--- src/rtl/sys_timer_pkg.sv ---
// Shared definitions for the sys_timer peripheral: register offsets, ctrl bit
// positions, bus access-size codes and a byte-lane merge helper.
package sys_timer_pkg;

  localparam logic [5:0] OFF_MTIME    = 6'h00;
  localparam logic [5:0] OFF_MTIMECMP = 6'h08;
  localparam logic [5:0] OFF_CTRL     = 6'h10;
  localparam logic [5:0] OFF_STATUS   = 6'h18;
  localparam logic [5:0] OFF_PRESCALE = 6'h20;

  localparam int CTRL_EN       = 0;
  localparam int CTRL_PERIODIC = 1;
  localparam int CTRL_IE       = 2;
  localparam int CTRL_W        = 3;

  typedef enum logic [2:0] {
    BUS_NONE  = 3'b000,
    BUS_WORD  = 3'b011,
    BUS_DWORD = 3'b100
  } bus_size_e;

  // Replace only the bits selected by mask; the rest keep their old value.
  function automatic logic [63:0] merge64(input logic [63:0] old_val,
                                          input logic [63:0] wdata,
                                          input logic [63:0] mask);
    return (old_val & ~mask) | (wdata & mask);
  endfunction

endpackage

--- src/rtl/sys_timer_prescaler.sv ---
// 16-bit tick divider: one tick every prescale+1 enabled cycles; restarts from
// zero whenever disabled or cleared.
module sys_timer_prescaler
  import sys_timer_pkg::*;
(
  input  logic        clk,
  input  logic        rst,
  input  logic        en,
  input  logic        clear,
  input  logic [15:0] prescale,
  output logic        tick
);

  logic [15:0] cnt;

  assign tick = en && (cnt == prescale);

  always_ff @(posedge clk) begin
    if (rst || clear || !en) begin
      cnt <= '0;
    end else if (cnt == prescale) begin
      cnt <= '0;
    end else begin
      cnt <= cnt + 16'd1;
    end
  end

endmodule

--- src/rtl/sys_timer.sv ---
// Memory-mapped 64-bit machine timer with compare, one-shot/periodic modes and
// level irq. Optional tick prescaler at 0x20 when SYS_TIMER_PRESCALER_EN is defined.
module sys_timer
  import sys_timer_pkg::*;
#(
  parameter logic [63:0] CMP_RESET = 64'hFFFF_FFFF_FFFF_FFFF
) (
  input  logic        clk,
  input  logic        rst,
  input  logic [63:0] addr,
  input  logic [2:0]  rd_ctrl,
  input  logic [2:0]  wr_ctrl,
  input  logic [63:0] data_in,
  output logic [63:0] data_out,
  output logic        valid,
  output logic        irq
);

  logic [63:0]       mtime, mtimecmp;
  logic [CTRL_W-1:0] ctrl;
  logic              pending;
  logic [15:0]       prescale_q;

  logic [63:0]       mtime_nxt, mtimecmp_nxt;
  logic [CTRL_W-1:0] ctrl_nxt;
  logic              pending_nxt;

  logic [5:0]  reg_sel;
  logic        rd_req, rd_ok, wr_ok;
  logic [63:0] rd_full, rd_data;
  logic [63:0] wmask, wdata;
  logic        wr_mtime, wr_mtimecmp, ctrl_we, pend_clr;
  logic        tick, match;
  logic        unused_addr;

  assign unused_addr = ^addr[63:6];
  assign reg_sel     = {addr[5:3], 3'b000};

  assign rd_req = (rd_ctrl == BUS_WORD) || (rd_ctrl == BUS_DWORD);
  assign rd_ok  = ((rd_ctrl == BUS_WORD)  && (addr[1:0] == 2'b00)) ||
                  ((rd_ctrl == BUS_DWORD) && (addr[2:0] == 3'b000));
  assign wr_ok  = ((wr_ctrl == BUS_WORD)  && (addr[1:0] == 2'b00)) ||
                  ((wr_ctrl == BUS_DWORD) && (addr[2:0] == 3'b000));

  // NOTE: every always_comb output gets a default first so no path infers a latch.
  always_comb begin
    rd_full = '0;
    case (reg_sel)
      OFF_MTIME:    rd_full = mtime;
      OFF_MTIMECMP: rd_full = mtimecmp;
      OFF_CTRL:     rd_full = {{(64-CTRL_W){1'b0}}, ctrl};
      OFF_STATUS:   rd_full = {63'b0, pending};
      OFF_PRESCALE: rd_full = {48'b0, prescale_q};
      default:      rd_full = '0;
    endcase

    rd_data = '0;
    if (rd_ok) begin
      if (rd_ctrl == BUS_WORD) begin
        rd_data = addr[2] ? {32'b0, rd_full[63:32]} : {32'b0, rd_full[31:0]};
      end else begin
        rd_data = rd_full;
      end
    end
  end

  // A word write lands on one half; duplicating the data lets the mask pick it.
  always_comb begin
    wmask = '1;
    wdata = data_in;
    if (wr_ctrl == BUS_WORD) begin
      wdata = {2{data_in[31:0]}};
      wmask = addr[2] ? {32'hFFFF_FFFF, 32'h0} : {32'h0, 32'hFFFF_FFFF};
    end
  end

  assign wr_mtime    = wr_ok && (reg_sel == OFF_MTIME);
  assign wr_mtimecmp = wr_ok && (reg_sel == OFF_MTIMECMP);
  assign ctrl_we     = wr_ok && (reg_sel == OFF_CTRL)   && wmask[0];
  assign pend_clr    = wr_ok && (reg_sel == OFF_STATUS) && wmask[0] && wdata[0];

`ifdef SYS_TIMER_PRESCALER_EN
  logic prescale_we;

  assign prescale_we = wr_ok && (reg_sel == OFF_PRESCALE) && wmask[0];

  always_ff @(posedge clk) begin
    if (rst) begin
      prescale_q <= '0;
    end else if (prescale_we) begin
      prescale_q <= wdata[15:0];
    end
  end

  sys_timer_prescaler u_prescaler (
    .clk      (clk),
    .rst      (rst),
    .en       (ctrl[CTRL_EN]),
    .clear    (prescale_we),
    .prescale (prescale_q),
    .tick     (tick)
  );
`else
  assign prescale_q = '0;
  assign tick       = ctrl[CTRL_EN];
`endif

  assign match = tick && (mtime >= mtimecmp);

  // A bus write to mtime takes priority over the tick in the same cycle.
  always_comb begin
    mtime_nxt = mtime;
    if (wr_mtime) begin
      mtime_nxt = merge64(mtime, wdata, wmask);
    end else if (tick) begin
      mtime_nxt = (match && ctrl[CTRL_PERIODIC]) ? 64'd0 : mtime + 64'd1;
    end
    mtimecmp_nxt = wr_mtimecmp ? merge64(mtimecmp, wdata, wmask) : mtimecmp;
    ctrl_nxt     = ctrl_we ? wdata[CTRL_W-1:0] : ctrl;
    pending_nxt  = match || (pending && !pend_clr);
  end

  // NOTE: sequential state uses non-blocking assignments so every register
  // samples pre-edge values, matching the hardware's simultaneous update.
  always_ff @(posedge clk) begin
    if (rst) begin
      mtime    <= '0;
      mtimecmp <= CMP_RESET;
      ctrl     <= '0;
      pending  <= 1'b0;
      data_out <= '0;
      valid    <= 1'b0;
      irq      <= 1'b0;
    end else begin
      mtime    <= mtime_nxt;
      mtimecmp <= mtimecmp_nxt;
      ctrl     <= ctrl_nxt;
      pending  <= pending_nxt;
      valid    <= rd_req;
      if (rd_req) begin
        data_out <= rd_data;
      end
      irq <= pending_nxt && ctrl_nxt[CTRL_IE];
    end
  end

endmodule

--- config.mk ---
export PLATFORM = sky130hd
export DESIGN_NAME = sys_timer
export DESIGN_NICKNAME = d
export VERILOG_FILES = /design/src/rtl/sys_timer_pkg.sv /design/src/rtl/sys_timer_prescaler.sv /design/src/rtl/sys_timer.sv
export SDC_FILE = /design/constraint.sdc
export NUM_CORES = 1
export LEC_CHECK = 0
export CORE_ASPECT_RATIO = 1.1
export CORE_UTILIZATION = 25
export DETAILED_ROUTE_END_ITERATION = 12
export HOLD_SLACK_MARGIN = 0.08
export PLACE_DENSITY = 0.4
export SYNTH_ARGS = -nofsm -noshare
export SYNTH_HDL_FRONTEND = slang
export SYNTH_SLANG_ARGS = --single-unit
--- constraint.sdc ---
create_clock -name clk -period 3.55 [get_ports clk]
set_clock_uncertainty 0.05 [all_clocks]
set_input_delay 0.71 -clock clk [delete_from_list [all_inputs] [get_ports clk]]
set_output_delay 0.71 -clock clk [all_outputs]
set_load 0.01 [all_outputs]
After elaboration in Yosys (flattened, before gate mapping)
Cells that the tools add are included.
Widths: inputs -> output; s select.
- $add $sub $neg: 1
- equal/unequal tests: 7
- multiplexer cells: 11
- reduce and logical (&&, ||, !) cells: 24
- $lt $le $gt $ge: 1
- bitwise logic cells: 6
- operators with widths (operator ; number):
    $mux 64 ; 8
    $pmux 64 s4 ; 1
    $and 64x64->64 ; 3
    $or 64x64->64 ; 2
    $add 64x1->64 const B ; 1
    $ge 64x64->1 ; 1
    $not 64->64 ; 1
    $mux 32 ; 1
    $logic_and 1x1->1 ; 15
    $eq 3x2->1 const B ; 4
    $eq 3x3->1 const B ; 2
    $logic_not 6->1 ; 1
    $logic_or 1x1->1 ; 4
    $eq 3x1->1 const B ; 1
    $logic_not 3->1 ; 1
    $mux 3 ; 1
    $logic_not 2->1 ; 1
    $reduce_bool 2->1 ; 1
    $logic_not 1->1 ; 1
- output and inout port bits: 66
- bits of input ports: 136
- flip-flop bits (word level): 198

Logic depth before layout (Yosys ltp)
Gate-level depths: netlist (run 1).
- word-level depth: 10
- depth in mapped cells: 11
- depth with buffers taken out: 10

Least setup slack after synthesis (run 1)
No wires, ideal clock.
- kind: input to register
- from: in addr[4]
- to: reg with a tool-made name
- buffers on the path: 2
- slack: 0.468 ns
- stages: 8
- data arrival time: 2.926 ns
- path through: clkbuf_1 > or3_1 > a211oi_4 > mux2i_1 > buf_2 > o21ai_0 > or3_1 > o311ai_0
- RTL lines (item ; RTL line ; text):
    from (decl) ; sys_timer.sv:10 ; input logic [63:0] addr,

==> results of run 1 <==
## Yosys cell counts, drive strengths merged, types with 4 or more instances
cell	count	area, sq um
a22oi	96	721
a211oi	6	57.6
o41ai	6	52.6
nor2b	8	50.1
buf	27	128
nor2	100	378
nor3	25	146
dfxtp	198	3960
nand3	84	420
a221o	26	260
o41a	11	124
nor4	12	103
a31o	10	87.6
a31oi	8	50.1
or2	6	37.5
and2	7	43.8
o31a	22	193
o31ai	11	82.6
inv	75	282
clkbuf	76	285
ha	65	813
a21o	15	113
a21oi	58	302
mux2i	11	110
nand4	26	163
o21ai	152	761
o211ai	39	293
and3	14	87.6
or3	13	91.3
nand2b	6	37.5
or4	6	48.8
nand3b	4	30.0
and4	7	61.3
nand2	252	946
## through the flow
| step | cells | utilization |
|---|---|---|
| 2_1_floorplan | 1516 | - |
| 3_3_place_gp | 2274 | 0.317 |
| 3_5_place_dp | 2274 | 0.317 |
| 4_1_cts | 2306 | 0.330 |
| 5_1_grt | 2306 | 0.330 |
| 6_report | 2306 | 0.330 |
## critical path: cells and delay by family (launching register included)
family	cells	cell delay, ns
flops	1	0.33
compound gates	3	0.52
buf+inv	3	0.40
fa+ha+maj	1	0.30
simple gates	4	1.60
## cells by family after synthesis
group | Yosys count | share of synthesized area
AO/OA/AOI/OAI | 484 | 0.284
adder cells (fa/ha/maj) | 65 | 0.0699
buffers and inverters | 179 | 0.0600
flip-flops | 198 | 0.341
multiplexers | 12 | 0.0114
AND/OR/NAND/NOR | 578 | 0.234
## power by group
part           total, W  switching [W]  internal, W
Clock           0.00204       0.000944      0.00109
Sequential      0.00225      0.0000134      0.00223
Combinational  0.000481       0.000311     0.000171
Total           0.00477        0.00127      0.00350
## path summary, 6_finish.rpt
path	slack, ns	to	start	cells after the start
hold / removal	0.44	flip-flop	flip-flop	1
setup reg to reg	0.23	flip-flop	flip-flop	11
setup / recovery	0.23	flip-flop	flip-flop	11
hold reg to reg	0.44	flip-flop	flip-flop	1
## routing by layer
| layer | global-route usage | vias to the layer above |
|---|---|---|
| li1 | - | 5945 |
| met2 | 0.359 | 374 |
| met5 | 0 | - |
| met1 | 0.310 | 5922 |
| met3 | 0.0257 | 56 |
| met4 | 0.0769 | 0 |
## cell type report
class,instances,share of cell area
multi-input combinational,1139,0.466
clock buffer,24,0.0319
clock inverter,8,0.00638
timing repair buffer,273,0.166
tap,588,0.0488
sequential,198,0.263
inverter,76,0.0189
==> results.py, run 1 <==
metrics = {
    "run_status": {
        "status": "complete, no violations",
    },
    "detailed_routing": {
        "wl_met1_um": 25200,
        "drc": 0,
        "post_drt_wl_per_cell_um": 23.0,
        "drt_pre_antenna_iters": 5,
        "topRoutingLayerUsed": "met4",
        "wl_met2_um": 24200,
        "postRouteWirelength_um": 53100,
        "antenna_left": 0,
        "wl_met3_um": 2240,
        "drtIter0Drc": 900,
        "routed_via_density": 5.33,
        "vias": 12300,
    },
    "final_layout": {
        "final_common_cell": "nand2_1",
        "stdcell_area_sq_mm": 0.0151,
        "final.fill_count": 4945,
        "drive_above_1_share": 0.116,
        "syn_to_final_growth_pct": 29.7,
        "multi_input_area_sq_mm": 0.00703,
        "finalNetCount": 1906,
        "final_cell_mix": "nand2_1, dfxtp_1, o21ai_0",
        "diodes": 0,
        "seqCellArea_sq_mm": 0.00396,
    },
    "global_routing": {
        "grt_pass1_wl_um": 79500,
        "grt_usage": 0.224,
        "grt_max_degree": 60,
        "grt-ovfl-total": 0,
        "grt_pass1_vias": 12100,
        "antenna_found_initial": 1,
    },
    "logic_synthesis": {
        "syn_area_sq_mm": 0.0116,
        "synth-edff-count": 0,
        "yosysSeqAreaShare": 0.341,
        "syn_nets": 1717,
        "synthCells": 1516,
        "ys_warn_count": 0,
        "synth-seq-cells": 198,
        "ys_types": 67,
        "async_flop_share": 0,
        "avgSynthCellArea_sq_um": 7.67,
        "synth_flop_cell": "dfxtp_1",
    },
    "setup_path": {
        "cp-start-kind": "flip-flop",
        "critPathSlowestCell": "or4_1",
        "crit_type": "reg -> reg",
        "arrival_ns": 3.62,
        "worstPathCellList": "inv_1 > ha_1 > nand4_1 > or4_1 > nor4_2 > a21oi_1 > a21oi_2 > buf_4 > buf_4 > a21oi_1 > or3_1",
        "setup.worst_path.end_class": "flip-flop",
        "worst_ep_required_time_ns": 3.85,
        "crit_fanout": 6,
        "slowest_delay_ns": 0.63,
    },
    "clocking": {
        "clock_path_buffers": 2,
        "cts_root_buf": "clkbuf_16",
        "insertion_delay_ns": 0.47,
        "htreeDepth": 4,
        "cts.sinks": 198,
        "cts_buffers": 17,
        "holdBufCountCts": 0,
        "cts-resized-gates": 0,
        "cts_tree": "built",
        "cts_setup_buffers": 0,
        "clk_pin_slew_ns": 0.08,
    },
    "placed_design": {
        "dp_slack_ns": -0.175,
        "io_buffers": 143,
        "gp_congestion": 0.883,
        "placed_area_sq_mm": 0.0145,
        "hpwl_um": 41400,
    },
    "power": {
        "vdd_ir_drop_max_mv": 0.228,
        "power.total_w": 0.00477,
        "p_leak_nw": 6.14,
        "power_density_mw_per_mm2": 316,
    },
    "timing": {
        "max_freq_mhz": 301,
        "slew_violations": 0,
        "setup_ws_ns": 0.227,
        "setup_viol": 0,
        "period_needed_ns": 3.32,
        "rsz0062_at_grt": "false",
        "slew_headroom": 0.194,
        "hold_violations": 0,
        "tns_ns": 0,
        "fin_hold_ws_ns": 0.437,
        "period_share": 0.936,
        "worst_pin_slew_ns": 1.21,
    },
    "worst_hold_path": {
        "min_path_type": "reg -> reg",
    },
    "floorplan": {
        "die_area_sq_mm": 0.0474,
        "io_pins": 202,
        "row_count": 82,
        "core-area_sq_mm": 0.0458,
        "fp.dieH_um": 228,
        "fp.dieW_um": 208,
        "initial_core_util": 0.254,
    },
    "job": {
        "maxCapViolCount": 0,
    },
}
(Power assumes the default switching activity.)
==> run 2: changes to the inputs <==
--- a/config.mk
+++ b/config.mk
@@ -7,9 +7,12 @@
 export LEC_CHECK = 0
 export CORE_ASPECT_RATIO = 1.1
 export CORE_UTILIZATION = 25
+export CTS_CLUSTER_SIZE = 12
 export DETAILED_ROUTE_END_ITERATION = 12
+export GPL_TIMING_DRIVEN = 0
 export HOLD_SLACK_MARGIN = 0.08
 export PLACE_DENSITY = 0.4
 export SYNTH_ARGS = -nofsm -noshare
 export SYNTH_HDL_FRONTEND = slang
+export SYNTH_HIERARCHICAL = 1
 export SYNTH_SLANG_ARGS = --single-unit
==> results.py, run 2 <==
metrics = {
    "detailed_routing": {
        "antenna_left": 0,
        "wl_met2_um": 24800,
        "wl_met1_um": 27100,
        "postRouteWirelength_um": 58400,
        "vias": 12700,
        "routed_via_density": 5.54,
        "drc": 0,
        "post_drt_wl_per_cell_um": 25.5,
        "wl_met3_um": 3670,
        "topRoutingLayerUsed": "met4",
        "drt_pre_antenna_iters": 6,
        "drtIter0Drc": 1156,
    },
    "clocking": {
        "cts_buffers": 17,
        "holdBufCountCts": 0,
        "cts_root_buf": "clkbuf_16",
        "insertion_delay_ns": 0.47,
        "htreeDepth": 4,
        "cts.sinks": 198,
        "cts_tree": "built",
        "clock_path_buffers": 2,
        "clk_pin_slew_ns": 0.08,
    },
    "logic_synthesis": {
        "syn_area_sq_mm": 0.0116,
        "syn_nets": 1717,
        "avgSynthCellArea_sq_um": 7.67,
        "ys_types": 67,
        "yosys.area.top_type": "dfxtp_1",
        "ys_warn_count": 6,
        "synth_top_area_share": 0.341,
        "yosysSeqAreaShare": 0.341,
        "synthTopCellsByArea": "dfxtp_1, nand2_1, ha_1, o21ai_0, a22oi_1",
        "synth-seq-cells": 198,
        "synth_top_cells_by_count": "nand2_1, dfxtp_1, o21ai_0",
        "synth-edff-count": 0,
        "synthCells": 1516,
        "synth_flop_cell": "dfxtp_1",
        "async_flop_share": 0,
        "yosysMostFrequentCell": "nand2_1",
    },
    "floorplan": {
        "core-area_sq_mm": 0.0458,
        "die_area_sq_mm": 0.0474,
        "initial_core_util": 0.254,
        "io_pins": 202,
        "fp.dieW_um": 208,
        "row_count": 82,
        "fp.dieH_um": 228,
    },
    "setup_path": {
        "crit_type": "in -> reg",
        "regToRegSetupSlack_ns": 0.13,
        "crit_fanout": 10,
        "arrival_ns": 3.79,
        "worst_ep_required_time_ns": 3.85,
        "cp-start-kind": "input pin",
        "setup.worst_path.end_class": "flip-flop",
    },
    "timing": {
        "slew_violations": 0,
        "fin_hold_ws_ns": 0.437,
        "period_share": 0.983,
        "setup_viol": 0,
        "slew_headroom": 0.264,
        "worst_pin_slew_ns": 1.09,
        "hold_violations": 0,
        "period_needed_ns": 3.49,
        "max_freq_mhz": 287,
    },
    "worst_hold_path": {
        "min_path_type": "reg -> reg",
    },
    "power": {
        "vdd_ir_drop_max_mv": 0.272,
        "p_clk_frac": 0.440,
        "seqPwrFrac": 0.460,
        "power_density_mw_per_mm2": 336,
        "internal-power_w": 0.00355,
        "switching_share": 0.274,
        "p_comb_frac": 0.099,
        "p_switching_w": 0.00134,
        "p_leak_nw": 5.72,
        "power.total_w": 0.00489,
    },
    "final_layout": {
        "syn_to_final_growth_pct": 25.3,
        "fin_util": 0.319,
        "drive_above_1_share": 0.0620,
        "final_common_cell": "nand2_1",
        "finalNetCount": 1883,
        "final_cell_mix": "nand2_1, dfxtp_1, o21ai_0",
    },
    "run_status": {
        "status": "complete, no violations",
    },
    "global_routing": {
        "grt_pass1_wl_um": 84700,
        "grt_pass1_vias": 12100,
        "grt-ovfl-total": 0,
        "grt_max_degree": 17,
        "grt_usage": 0.244,
        "antenna_found_initial": 2,
    },
    "placed_design": {
        "hpwl_um": 46400,
        "gp_congestion": 0.922,
        "io_buffers": 141,
    },
    "job": {
        "maxCapViolCount": 0,
    },
}
## run 2: logic make-up after synthesis
| group | count (synthesis) | synth area share |
|---|---|---|
| and+or+nand+nor | 578 | 0.234 |
| AOI/OAI and AO/OA | 484 | 0.284 |
| DFF | 198 | 0.341 |
| buffers and inverters | 179 | 0.0600 |
| adders and majority gates | 65 | 0.0699 |
| muxes | 12 | 0.0114 |
## run 2: cell type report
type | instances | area (sq um)
Fill cell | 4974 | 31200
Antenna cell | 2 | 5.00
Inverter | 76 | 285
Timing Repair Buffer | 147 | 1460
Clock buffer | 21 | 470
Tap cell | 588 | 736
Buffer | 103 | 443
Clock inverter | 10 | 145
Multi-Input combinational cell | 1139 | 7070
Sequential cell | 198 | 3960
## run 2: power groups by stage
stage	Clock (W)	Combinational [W]	Sequential, W
floorplan	0	0.000191	0.00230
global placement	0	0.000479	0.00230
detailed placement	0	0.000477	0.00230
CTS	0.00219	0.000481	0.00225
global route	0.00227	0.000512	0.00225
finish	0.00215	0.000487	0.00225
## run 2: what timing repair did
action	CTS	global route
buffers inserted	1	5
hold endpoints to repair	0	0
resized for setup	20	18
setup endpoints to repair	160	85
pin swaps	1	5
## run 2: metrics by stage
step	cell area, sq um	setup TNS (ns)	worst slack, ns	std cells
3_3_place_gp	13800	-116.79	-0.959	2245
2_1_floorplan	11600	0	0.468	1516
6_report	14600	0	0.0606	2284
3_5_place_dp	13800	-114.37	-0.940	2245
5_1_grt	14600	-0.00725	-0.00725	2282
4_1_cts	14500	0	0.0151	2277
## run 2: worst paths after layout
kind	from	endpoint	cells after the start
max reg2reg	flip-flop	flip-flop	10
min	flip-flop	flip-flop	1
min reg2reg	flip-flop	flip-flop	1
max	addr[2]	flip-flop	11
## run 2: worst max-delay path, cell delays in order
cell and delay [ns]:
clkdlybuf4s50_1 0.53, or4b_4 0.64, a21o_1 0.25, nand2b_1 0.17, clkbuf_4 0.26, nand2_1 0.17, nor4_1 0.07, a21oi_2 0.36
buf_6 0.25, nor3_1 0.07, or3_1 0.30
## run 2: routing by layer
metal | vias to the layer above | GRT usage
met5 | - | 0
met4 | 0 | 0.122
met3 | 96 | 0.0368
met2 | 544 | 0.367
met1 | 6095 | 0.337
li1 | 5915 | -
==> run 3: changes to the inputs <==
--- a/config.mk
+++ b/config.mk
@@ -7,7 +7,6 @@
 export LEC_CHECK = 0
 export CORE_ASPECT_RATIO = 1.1
 export CORE_UTILIZATION = 25
-export CTS_CLUSTER_SIZE = 12
 export DETAILED_ROUTE_END_ITERATION = 12
 export GPL_TIMING_DRIVEN = 0
 export HOLD_SLACK_MARGIN = 0.08
==> results of run 3 <==
The final DEF is identical to that of run 2; final timing and power are the same.
